--- config.mk ---
export PLATFORM = sky130hd
export DESIGN_NAME = mcycle_controller
export DESIGN_NICKNAME = d
export VERILOG_FILES = /design/src/rtl/mcycle_controller.sv
export SDC_FILE = /design/constraint.sdc
export NUM_CORES = 1
export LEC_CHECK = 0
export ABC_AREA = 1
export ABC_CLOCK_PERIOD_IN_PS = 2400
export BUFFER_PORTS_ARGS = -buffer_cell sky130_fd_sc_hd__buf_2
export CAP_MARGIN = 20
export CORE_ASPECT_RATIO = 1.2
export CORE_UTILIZATION = 52
export CTS_BUF_LIST = sky130_fd_sc_hd__clkbuf_8
export DETAILED_ROUTE_END_ITERATION = 16
export PLACE_DENSITY = 0.79
export REMOVE_ABC_BUFFERS = 1
export SYNTH_ARGS = -nofsm -noshare
export SYNTH_HDL_FRONTEND = slang
export SYNTH_SLANG_ARGS = --single-unit
--- constraint.sdc ---
create_clock -name i_clk -period 2.4 [get_ports i_clk]
set_clock_uncertainty 0.15 [all_clocks]
set_input_delay 0.6 -clock i_clk [delete_from_list [all_inputs] [get_ports i_clk]]
set_output_delay 0.6 -clock i_clk [all_outputs]
set_load 0.1 [all_outputs]
--- src/rtl/mcycle_controller.sv ---
// Multi-cycle control FSM for an RV32I subset: sequences fetch, decode, memory, ALU and jump steps.
// Moore outputs except FETCH/BRANCH write enables; a per-access watchdog traps stalled memory waits.
module mcycle_controller #(
  parameter bit EXT_EN  = 1'b0,
  parameter int TIMEOUT = 16
) (
  input  logic       i_clk,
  input  logic       i_arst,
  input  logic [6:0] i_operand,
  input  logic [2:0] i_funct3,
  input  logic       i_funct7bit5,
  input  logic       i_zeroFlag,
  input  logic       i_memReady,
  output logic       o_memReq,
  output logic       o_memWriteEn,
  output logic       o_addressSrc,
  output logic       o_instructionRegWrite,
  output logic       o_pcWriteEn,
  output logic       o_regWriteEn,
  output logic [1:0] o_resultSel,
  output logic [1:0] o_aluInputASel,
  output logic [1:0] o_aluInputBSel,
  output logic [3:0] o_aluLogicOperation,
  output logic       o_illegal,
  output logic       o_memTimeout,
  output logic [3:0] o_state
);

  typedef enum logic [3:0] {
    S_FETCH    = 4'd0,
    S_DECODE   = 4'd1,
    S_MEMADR   = 4'd2,
    S_MEMREAD  = 4'd3,
    S_MEMWB    = 4'd4,
    S_MEMWRITE = 4'd5,
    S_EXECR    = 4'd6,
    S_EXECI    = 4'd7,
    S_ALUWB    = 4'd8,
    S_BRANCH   = 4'd9,
    S_JAL      = 4'd10,
    S_JALR     = 4'd11,
    S_JALRLINK = 4'd12,
    S_LUI      = 4'd13,
    S_TRAP     = 4'd15
  } state_e;

  localparam logic [6:0] OP_LOAD  = 7'b0000011;
  localparam logic [6:0] OP_STORE = 7'b0100011;
  localparam logic [6:0] OP_R     = 7'b0110011;
  localparam logic [6:0] OP_I     = 7'b0010011;
  localparam logic [6:0] OP_BR    = 7'b1100011;
  localparam logic [6:0] OP_JAL   = 7'b1101111;
  localparam logic [6:0] OP_JALR  = 7'b1100111;
  localparam logic [6:0] OP_LUI   = 7'b0110111;

  localparam logic [3:0] ALU_ADD = 4'd0;
  localparam logic [3:0] ALU_SUB = 4'd1;
  localparam logic [3:0] ALU_AND = 4'd2;
  localparam logic [3:0] ALU_OR  = 4'd3;
  localparam logic [3:0] ALU_SLT = 4'd4;

  localparam logic [1:0] RES_ALUOUT = 2'd0;
  localparam logic [1:0] RES_DATA   = 2'd1;
  localparam logic [1:0] RES_ALU    = 2'd2;
  localparam logic [1:0] A_PC       = 2'd0;
  localparam logic [1:0] A_OLDPC    = 2'd1;
  localparam logic [1:0] A_RD1      = 2'd2;
  localparam logic [1:0] A_ZERO     = 2'd3;
  localparam logic [1:0] B_RD2      = 2'd0;
  localparam logic [1:0] B_IMM      = 2'd1;
  localparam logic [1:0] B_FOUR     = 2'd2;

  // Counter only has to reach TIMEOUT-1: the limit is detected on the last waiting cycle.
  localparam int             CW    = (TIMEOUT > 0) ? $clog2(TIMEOUT + 1) : 1;
  localparam logic [CW-1:0]  LIMIT = (TIMEOUT > 0) ? CW'(TIMEOUT - 1) : '0;

  state_e          state_q, state_d;
  logic [CW-1:0]   cnt_q, cnt_d;
  logic            illegal_q, illegal_d;
  logic            tmo_q, tmo_d;

  state_e          decode_nxt;
  logic            alu_f3_ok;
  logic [3:0]      exec_op;
  logic            mem_wait;
  logic            mem_req, mem_we, addr_src, ir_we, pc_we, reg_we;
  logic [1:0]      result_sel, a_sel, b_sel;
  logic [3:0]      alu_op;

  always_comb begin
    alu_f3_ok  = (i_funct3 == 3'b000) || (i_funct3 == 3'b010) ||
                 (i_funct3 == 3'b110) || (i_funct3 == 3'b111);
    decode_nxt = S_TRAP;
    case (i_operand)
      OP_LOAD, OP_STORE: if (i_funct3 == 3'b010) decode_nxt = S_MEMADR;
      OP_R:    if (alu_f3_ok && !(i_funct7bit5 && (i_funct3 != 3'b000))) decode_nxt = S_EXECR;
      OP_I:    if (alu_f3_ok) decode_nxt = S_EXECI;
      OP_BR:   if ((i_funct3 == 3'b000) || (EXT_EN && (i_funct3 == 3'b001))) decode_nxt = S_BRANCH;
      OP_JAL:  decode_nxt = S_JAL;
      OP_JALR: if (EXT_EN) decode_nxt = S_JALR;
      OP_LUI:  if (EXT_EN) decode_nxt = S_LUI;
      default: decode_nxt = S_TRAP;
    endcase
  end

  always_comb begin
    case (i_funct3)
      3'b000:  exec_op = ((state_q == S_EXECR) && i_funct7bit5) ? ALU_SUB : ALU_ADD;
      3'b111:  exec_op = ALU_AND;
      3'b110:  exec_op = ALU_OR;
      3'b010:  exec_op = ALU_SLT;
      default: exec_op = ALU_ADD;
    endcase
  end

  always_comb begin
    state_d    = state_q;
    illegal_d  = illegal_q;
    tmo_d      = tmo_q;
    mem_wait   = 1'b0;
    mem_req    = 1'b0;
    mem_we     = 1'b0;
    addr_src   = 1'b0;
    ir_we      = 1'b0;
    pc_we      = 1'b0;
    reg_we     = 1'b0;
    result_sel = RES_ALUOUT;
    a_sel      = A_PC;
    b_sel      = B_RD2;
    alu_op     = ALU_ADD;
    case (state_q)
      S_FETCH: begin
        mem_req    = 1'b1;
        result_sel = RES_ALU;
        b_sel      = B_FOUR;
        if (i_memReady) begin
          ir_we   = 1'b1;
          pc_we   = 1'b1;
          state_d = S_DECODE;
        end else begin
          mem_wait = 1'b1;
        end
      end
      S_DECODE: begin
        a_sel   = A_OLDPC;
        b_sel   = B_IMM;
        state_d = decode_nxt;
        if (decode_nxt == S_TRAP) illegal_d = 1'b1;
      end
      S_MEMADR: begin
        a_sel   = A_RD1;
        b_sel   = B_IMM;
        state_d = i_operand[5] ? S_MEMWRITE : S_MEMREAD;
      end
      S_MEMREAD: begin
        mem_req  = 1'b1;
        addr_src = 1'b1;
        if (i_memReady) state_d = S_MEMWB;
        else            mem_wait = 1'b1;
      end
      S_MEMWB: begin
        result_sel = RES_DATA;
        reg_we     = 1'b1;
        state_d    = S_FETCH;
      end
      S_MEMWRITE: begin
        mem_req  = 1'b1;
        mem_we   = 1'b1;
        addr_src = 1'b1;
        if (i_memReady) state_d = S_FETCH;
        else            mem_wait = 1'b1;
      end
      S_EXECR: begin
        a_sel   = A_RD1;
        b_sel   = B_RD2;
        alu_op  = exec_op;
        state_d = S_ALUWB;
      end
      S_EXECI: begin
        a_sel   = A_RD1;
        b_sel   = B_IMM;
        alu_op  = exec_op;
        state_d = S_ALUWB;
      end
      S_ALUWB: begin
        result_sel = RES_ALUOUT;
        reg_we     = 1'b1;
        state_d    = S_FETCH;
      end
      S_BRANCH: begin
        a_sel   = A_RD1;
        b_sel   = B_RD2;
        alu_op  = ALU_SUB;
        // funct3[0] distinguishes bne from beq; only those two reach this state.
        pc_we   = i_funct3[0] ? !i_zeroFlag : i_zeroFlag;
        state_d = S_FETCH;
      end
      S_JAL: begin
        a_sel   = A_OLDPC;
        b_sel   = B_FOUR;
        pc_we   = 1'b1;
        state_d = S_ALUWB;
      end
      S_JALR: begin
        a_sel      = A_RD1;
        b_sel      = B_IMM;
        result_sel = RES_ALU;
        pc_we      = 1'b1;
        state_d    = S_JALRLINK;
      end
      S_JALRLINK: begin
        a_sel      = A_OLDPC;
        b_sel      = B_FOUR;
        result_sel = RES_ALU;
        reg_we     = 1'b1;
        state_d    = S_FETCH;
      end
      S_LUI: begin
        a_sel   = A_ZERO;
        b_sel   = B_IMM;
        state_d = S_ALUWB;
      end
      S_TRAP:  state_d = S_TRAP;
      default: state_d = S_TRAP;
    endcase

    // A ready arriving on the limit cycle has already moved state_d on, so it wins.
    if ((TIMEOUT != 0) && mem_wait && (cnt_q == LIMIT)) begin
      state_d = S_TRAP;
      tmo_d   = 1'b1;
    end

    if ((state_d != state_q) || i_memReady) cnt_d = '0;
    else if (mem_wait)                      cnt_d = cnt_q + CW'(1);
    else                                    cnt_d = cnt_q;
  end

  always_ff @(posedge i_clk or posedge i_arst) begin
    if (i_arst) begin
      state_q   <= S_FETCH;
      cnt_q     <= '0;
      illegal_q <= 1'b0;
      tmo_q     <= 1'b0;
    end else begin
      state_q   <= state_d;
      cnt_q     <= cnt_d;
      illegal_q <= illegal_d;
      tmo_q     <= tmo_d;
    end
  end

  // Enables are masked during reset so an in-flight access is abandoned immediately.
  assign o_memReq              = mem_req & ~i_arst;
  assign o_memWriteEn          = mem_we  & ~i_arst;
  assign o_instructionRegWrite = ir_we   & ~i_arst;
  assign o_pcWriteEn           = pc_we   & ~i_arst;
  assign o_regWriteEn          = reg_we  & ~i_arst;
  assign o_addressSrc          = addr_src;
  assign o_resultSel           = result_sel;
  assign o_aluInputASel        = a_sel;
  assign o_aluInputBSel        = b_sel;
  assign o_aluLogicOperation   = alu_op;
  assign o_illegal             = illegal_q;
  assign o_memTimeout          = tmo_q;
  assign o_state               = state_q;

endmodule

### Word level (Yosys, flattened, before mapping)

Cells that the tools add are included.

* output and inout bits: 22
* input bits: 15
* register bits after elaboration: 11
* word-level logic and storage cells: 93

* $add $sub $neg: 1
* muxes and demuxes: 29
* eq/ne operators: 25
* reductions and logical operators: 28
* bitwise logic cells: 6

Operators by type and width (count)
* 4-bit one-hot mux with 8 select lines: 1
* 4-bit == test, second input constant: 7
* 4-bit 2-to-1 mux: 7
* 4-bit one-hot mux with 5 select lines: 1
* 4-bit by 3-bit == test with 1-bit output, second input constant: 4
* 3-bit OR reduction: 5
* 7-bit by 6-bit == test with 1-bit output, second input constant: 2
* 7-bit == test, second input constant: 2
* 3-bit one-hot mux with 4 select lines: 1
* 1-bit 2-to-1 mux: 10
* 5-bit 2-to-1 mux: 2
* 5-bit OR reduction: 2
* 4-bit by 2-bit == test with 1-bit output, second input constant: 2
* 2-bit one-hot mux with 2 select lines: 2
* 4-bit one-hot mux with 2 select lines: 1
* 2-bit OR reduction: 4
* 4-bit OR reduction: 2
* 7-bit by 2-bit == test with 1-bit output, second input constant: 1
* 7-bit by 5-bit == test with 1-bit output, second input constant: 1
* 3-bit == test, second input constant: 2
* 3-bit 2-to-1 mux: 2
* 2-bit one-hot mux with 3 select lines: 1
* 5-bit by 1-bit adder with 5-bit output, second input constant: 1
* 1-bit bitwise AND: 5
* 14 further kinds: 21

### Logic depth before layout (Yosys ltp)

* word-level depth: 12
* depth in mapped cells: 14
* gate-level depth less buffers: 14

### Least setup slack after synthesis

No wires, ideal clock.

* path kind: register to output
* start: register state_q[2], in the netlist o_state[2]
* end: output port o_aluLogicOperation[2]
* data required time: 1.650 ns
* arrival: 3.570 ns
* stages on the path, launching flop included: 5
* path slack: -1.920 ns
* path buffers: 0
* path through: dfrtp_1 -> inv_2 -> nor2_4 -> nand2_1 -> nor3_1

* word-level cells in the longest chain between the ends: 3
* elaborated cells between the ends (all ways): 5
* those cells by class: eq/ne (3); mux (1); reduce/logical (1)

Ends and longest elaborated chain
* start, declared: line 77 `state_e state_q, state_d;`
* start signal, assigned: line 245 `state_q <= state_d;`
* 4-bit by 3-bit == test with 1-bit output: line 131 `case (state_q)`
* 2-bit OR reduction (no line)
* 4-bit one-hot mux with 2 select lines *: line 131
* end, declared: line 23 `output logic [3:0] o_aluLogicOperation,`

Mark *: on every way between the ends. The rest lies on a longest branch, timed or not.

### Final worst setup path

* start: register state_q[1], in the netlist o_state[1]
* end: output port o_resultSel[1]

* word-level cells in the longest chain between the ends: 3
* elaborated cells between the ends (all ways): 6
* those cells by class: eq/ne (3); mux (1); reduce/logical (2)

Ends and longest elaborated chain
* 4-bit == test / 4-bit zero test (equally long branches): line 131
* 3-bit OR reduction (no line)
* 2-bit one-hot mux with 2 select lines *: line 131
* end, declared: line 20 `output logic [1:0] o_resultSel,`

Marks and branches as above.

==> reports/metrics.csv <==
stage;metric;value;unit
timing;Final Hold Viols;0;
global_route;met2 usage;0.551;
drt;DR DRC count;0;
worst_setup_path;number of buffer and inverter stages on the critical path;2;
worst_setup_path;Worst Path Required;1.65;ns
timing;Achievable Freq;429;MHz
synth;Post-Synthesis Cells;191;
worst_setup_path;crit path DAT;1.58;ns
cells_and_area;fillers;150;
global_route;layer with the highest usage;met2;
timing;min Tclk post-route;2.33;ns
synth;number of synthesized flops with an enable pin;0;
global_route;gr usage total;0.284;
global_route;GRT met1 Usage;0.303;
worst_setup_path;CP peak stage delay;0.47;ns
clock_tree;Clock Pin Slew Worst Setup and Hold Paths;0.05;ns
synth;syn_area_per_cell;6.05;sq um
worst_setup_path;crit path from;o_state[1];
pwr;net load switching power;0.104;mW
synth;synth warn;0;
worst_setup_path;reg-to-reg startpoint;o_state[0];
worst_setup_path;cells along the critical path;nor2_2 > inv_1 > nor2_1 > nor2_1 > o21ai_0 > buf_12;
floorplanning;row count;18;
timing;final-report max-slew violation count;0;
worst_setup_path;Crit path top cell by count;nor2_1;
clock_tree;CTS buffer count;3;
floorplanning;Die H;53.6;microns
clock_tree;clk_lat worst skew;0.23;ns
drt;Antenna Nets Post-Route;0;
timing;worst hold slack;0.272;ns
pwr;PD cells;242;nW/um^2
timing;Setup-failing EPs final;0;
drt;Total Wirelength;3260;microns
cells_and_area;Diodes inserted;0;
synth;post-synthesis register bit count;11;
synth;Netlist Area Pre-Place;1150;sq um
global_route;vias in the first global route;1236;
worst_hold_path;Hold/Removal Path Class;primary input to async pin;
cells_and_area;Final #Nets;253;
pwr;cell-internal power;0.315;mW
global_route;pin count of the biggest net entering global routing;12;
drt;DR vias;1384;
pwr;Seq pwr share;0.443;
worst_setup_path;Worst Path Max Fanout;7;
synth;Async S/R FF share, synth;1.00;
clock_tree;CTS Buffer Depth;2;
status;outcome;complete, no violations;
global_route;first-pass GRT wire length;5100;microns
clock_tree;CTS tree;built;
floorplanning;Core Area;2070;sq um
floorplanning;Die X;45.0;microns
place;half-perimeter wire length after placement;2490;microns
floorplanning;Initial Util;0.557;
pwr;Sw Ratio;0.248;
clock_tree;Max H-tree Level;1;
timing;Setup TNS;0;ns
floorplanning;Ports;37;
floorplanning;Die ar.;2410;sq um
global_route;antenna violations before repair;0;
drt;via/cell ratio;5.22;
worst_setup_path;Crit Path Class;flip-flop to output pin;
place;GP Congestion;0.939;
cells_and_area;layout cells sized above 1;0.349;
place;number of port buffers;35;
worst_setup_path;Crit path max-delay family;flip-flops;
synth;leading register cell type out of synthesis;dfrtp_1;
drt;Detailed Routing Iterations Pass 1;4;
synth;distinct cell type count after synthesis;29;
run;max-cap violations;0;
synth;sequential area share after synthesis;0.238;
pwr;Max rail drop VDD;457;uV
clock_tree;Sink Count;11;
pwr;LEAKAGE;0.888;nW
cells_and_area;Area Growth Syn to Fin;49.8;%
worst_setup_path;Crit-path slowest cell;dfrtp_2;
pwr;Clock power frac;0.425;
timing;period utilization;0.971;
global_route;grt total ovfl;0;
worst_setup_path;Setup crit start kind;flip-flop;
global_route;M3 GR Usage;0.0470;
pwr;Gate power share;0.132;
drt;1st-iter DRT viols;49;
drt;WL per Instance;12.3;microns
clock_tree;clock root buffer;clkbuf_8;
worst_setup_path;endpoint class of the critical path;output pin;
## logic make-up (layout without fill, tap and decap cells)
kind of cell,after synthesis,count (layout),synth area share
other,1,1,0.00325
AND/OR/NAND/NOR,123,123,0.514
XOR/XNOR,4,4,0.0303
multiplexers,1,1,0.00867
AO/OA/AOI/OAI,12,12,0.0607
buffers and inverters,37,81,0.124
adder cells (fa/ha/maj),2,2,0.0217
flip-flops,11,11,0.238
## cells in the final DEF, fill, tap and decap left out, types with 4 or more instances in the layout
cell type and instances:
nand2_1 43, inv_1 30, nor2_1 29, buf_2 20, nand3_1 18, buf_12 16, nor2_2 8, inv_2 7
nand2_2 7, dfrtp_1 7, o21ai_0 6, buf_4 5, nor2_4 4, xor2_1 4, dfrtp_2 4
## cell usage after synthesis (all sizes together), types with 2 or more instances
cell type | instances | area share
nor3 | 4 | 0.017
o21ai | 6 | 0.026
inv | 36 | 0.12
nor2 | 41 | 0.16
nand3 | 21 | 0.12
nand4 | 2 | 0.011
nand2 | 51 | 0.18
xor2 | 4 | 0.030
a21oi | 2 | 0.0087
dfrtp | 11 | 0.24
ha | 2 | 0.022
## routing by layer
metal,routed length [microns],vias to the layer above
met1,1190,627
met2,1810,62
li1,-,683
met5,0,-
met4,97,0
met3,157,12
## worst paths after layout
path | end | slack [ns] | cells past startpoint
setup / recovery | o_resultSel[1] | 0.07 | 6
hold / removal | cnt_q[1] | 0.27 | 3
setup reg to reg | cnt_q[4] | 0.24 | 15
hold reg to reg | o_illegal | 0.31 | 1
max in group asynchronous | o_state[3] | 1.66 | 3
min in group i_clk | o_illegal | 0.31 | 1
## power by group through the flow
stage                     clock [mW]  sequential (mW)  combinational (mW)
after floorplan                    0            0.189              0.0307
after global placement             0            0.189              0.0519
after detailed placement           0            0.189              0.0540
after CTS                      0.182            0.186              0.0551
after global routing           0.193            0.186              0.0624
final                          0.178            0.186              0.0555
## per-stage QoR
stage	setup WS, ns	power, mW	cells	utilization	instance area, sq um
2_1_floorplan	-1.92	0.220	190	-	1150
3_3_place_gp	0.0929	0.241	256	0.769	1590
3_5_place_dp	0.0581	0.243	256	0.769	1590
4_1_cts	0.0172	0.422	261	0.812	1680
5_1_grt	-0.0197	0.441	265	0.835	1730
6_report	0.0685	0.420	265	0.835	1730
## cell type report
type,instances,area [sq um],share of cell area
Tap cell,30,37.5,0.0217
Timing Repair Buffer,41,458,0.265
Clock inverter,1,3.75,0.00217
Sequential cell,11,280,0.162
Clock buffer,3,41.3,0.0239
Multi-Input combinational cell,143,774,0.448
Inverter,36,135,0.0781
## flip-flops by register name, summed over array words and instances (netlist names)
signal        cells
cnt_q             5
o_illegal         1
o_memTimeout      1
o_state           4
## timing repair
item                                    in CTS  in global routing
resized for setup                            7                 10
pin swaps                                    1                  4
buffers inserted                             1                  4
cloned                                       0                  0
endpoints found under the setup margin       7                 12
hold buffers                                 0                  0
## worst register-to-register path: stages (launching register included)
cell     delay, ns
dfrtp_2       0.45
buf_4         0.16
nand2_1       0.10
inv_1         0.09
nand2_2       0.11
nand3_4       0.08
buf_4         0.16
nand3_4       0.09
nand2_1       0.09
inv_2         0.07
nand2_2       0.06
nand2_1       0.05
nand2_1       0.05
nor2_2        0.09
nand3_2       0.12
nor2_1        0.15
Power figures use the tool's default switching activity.
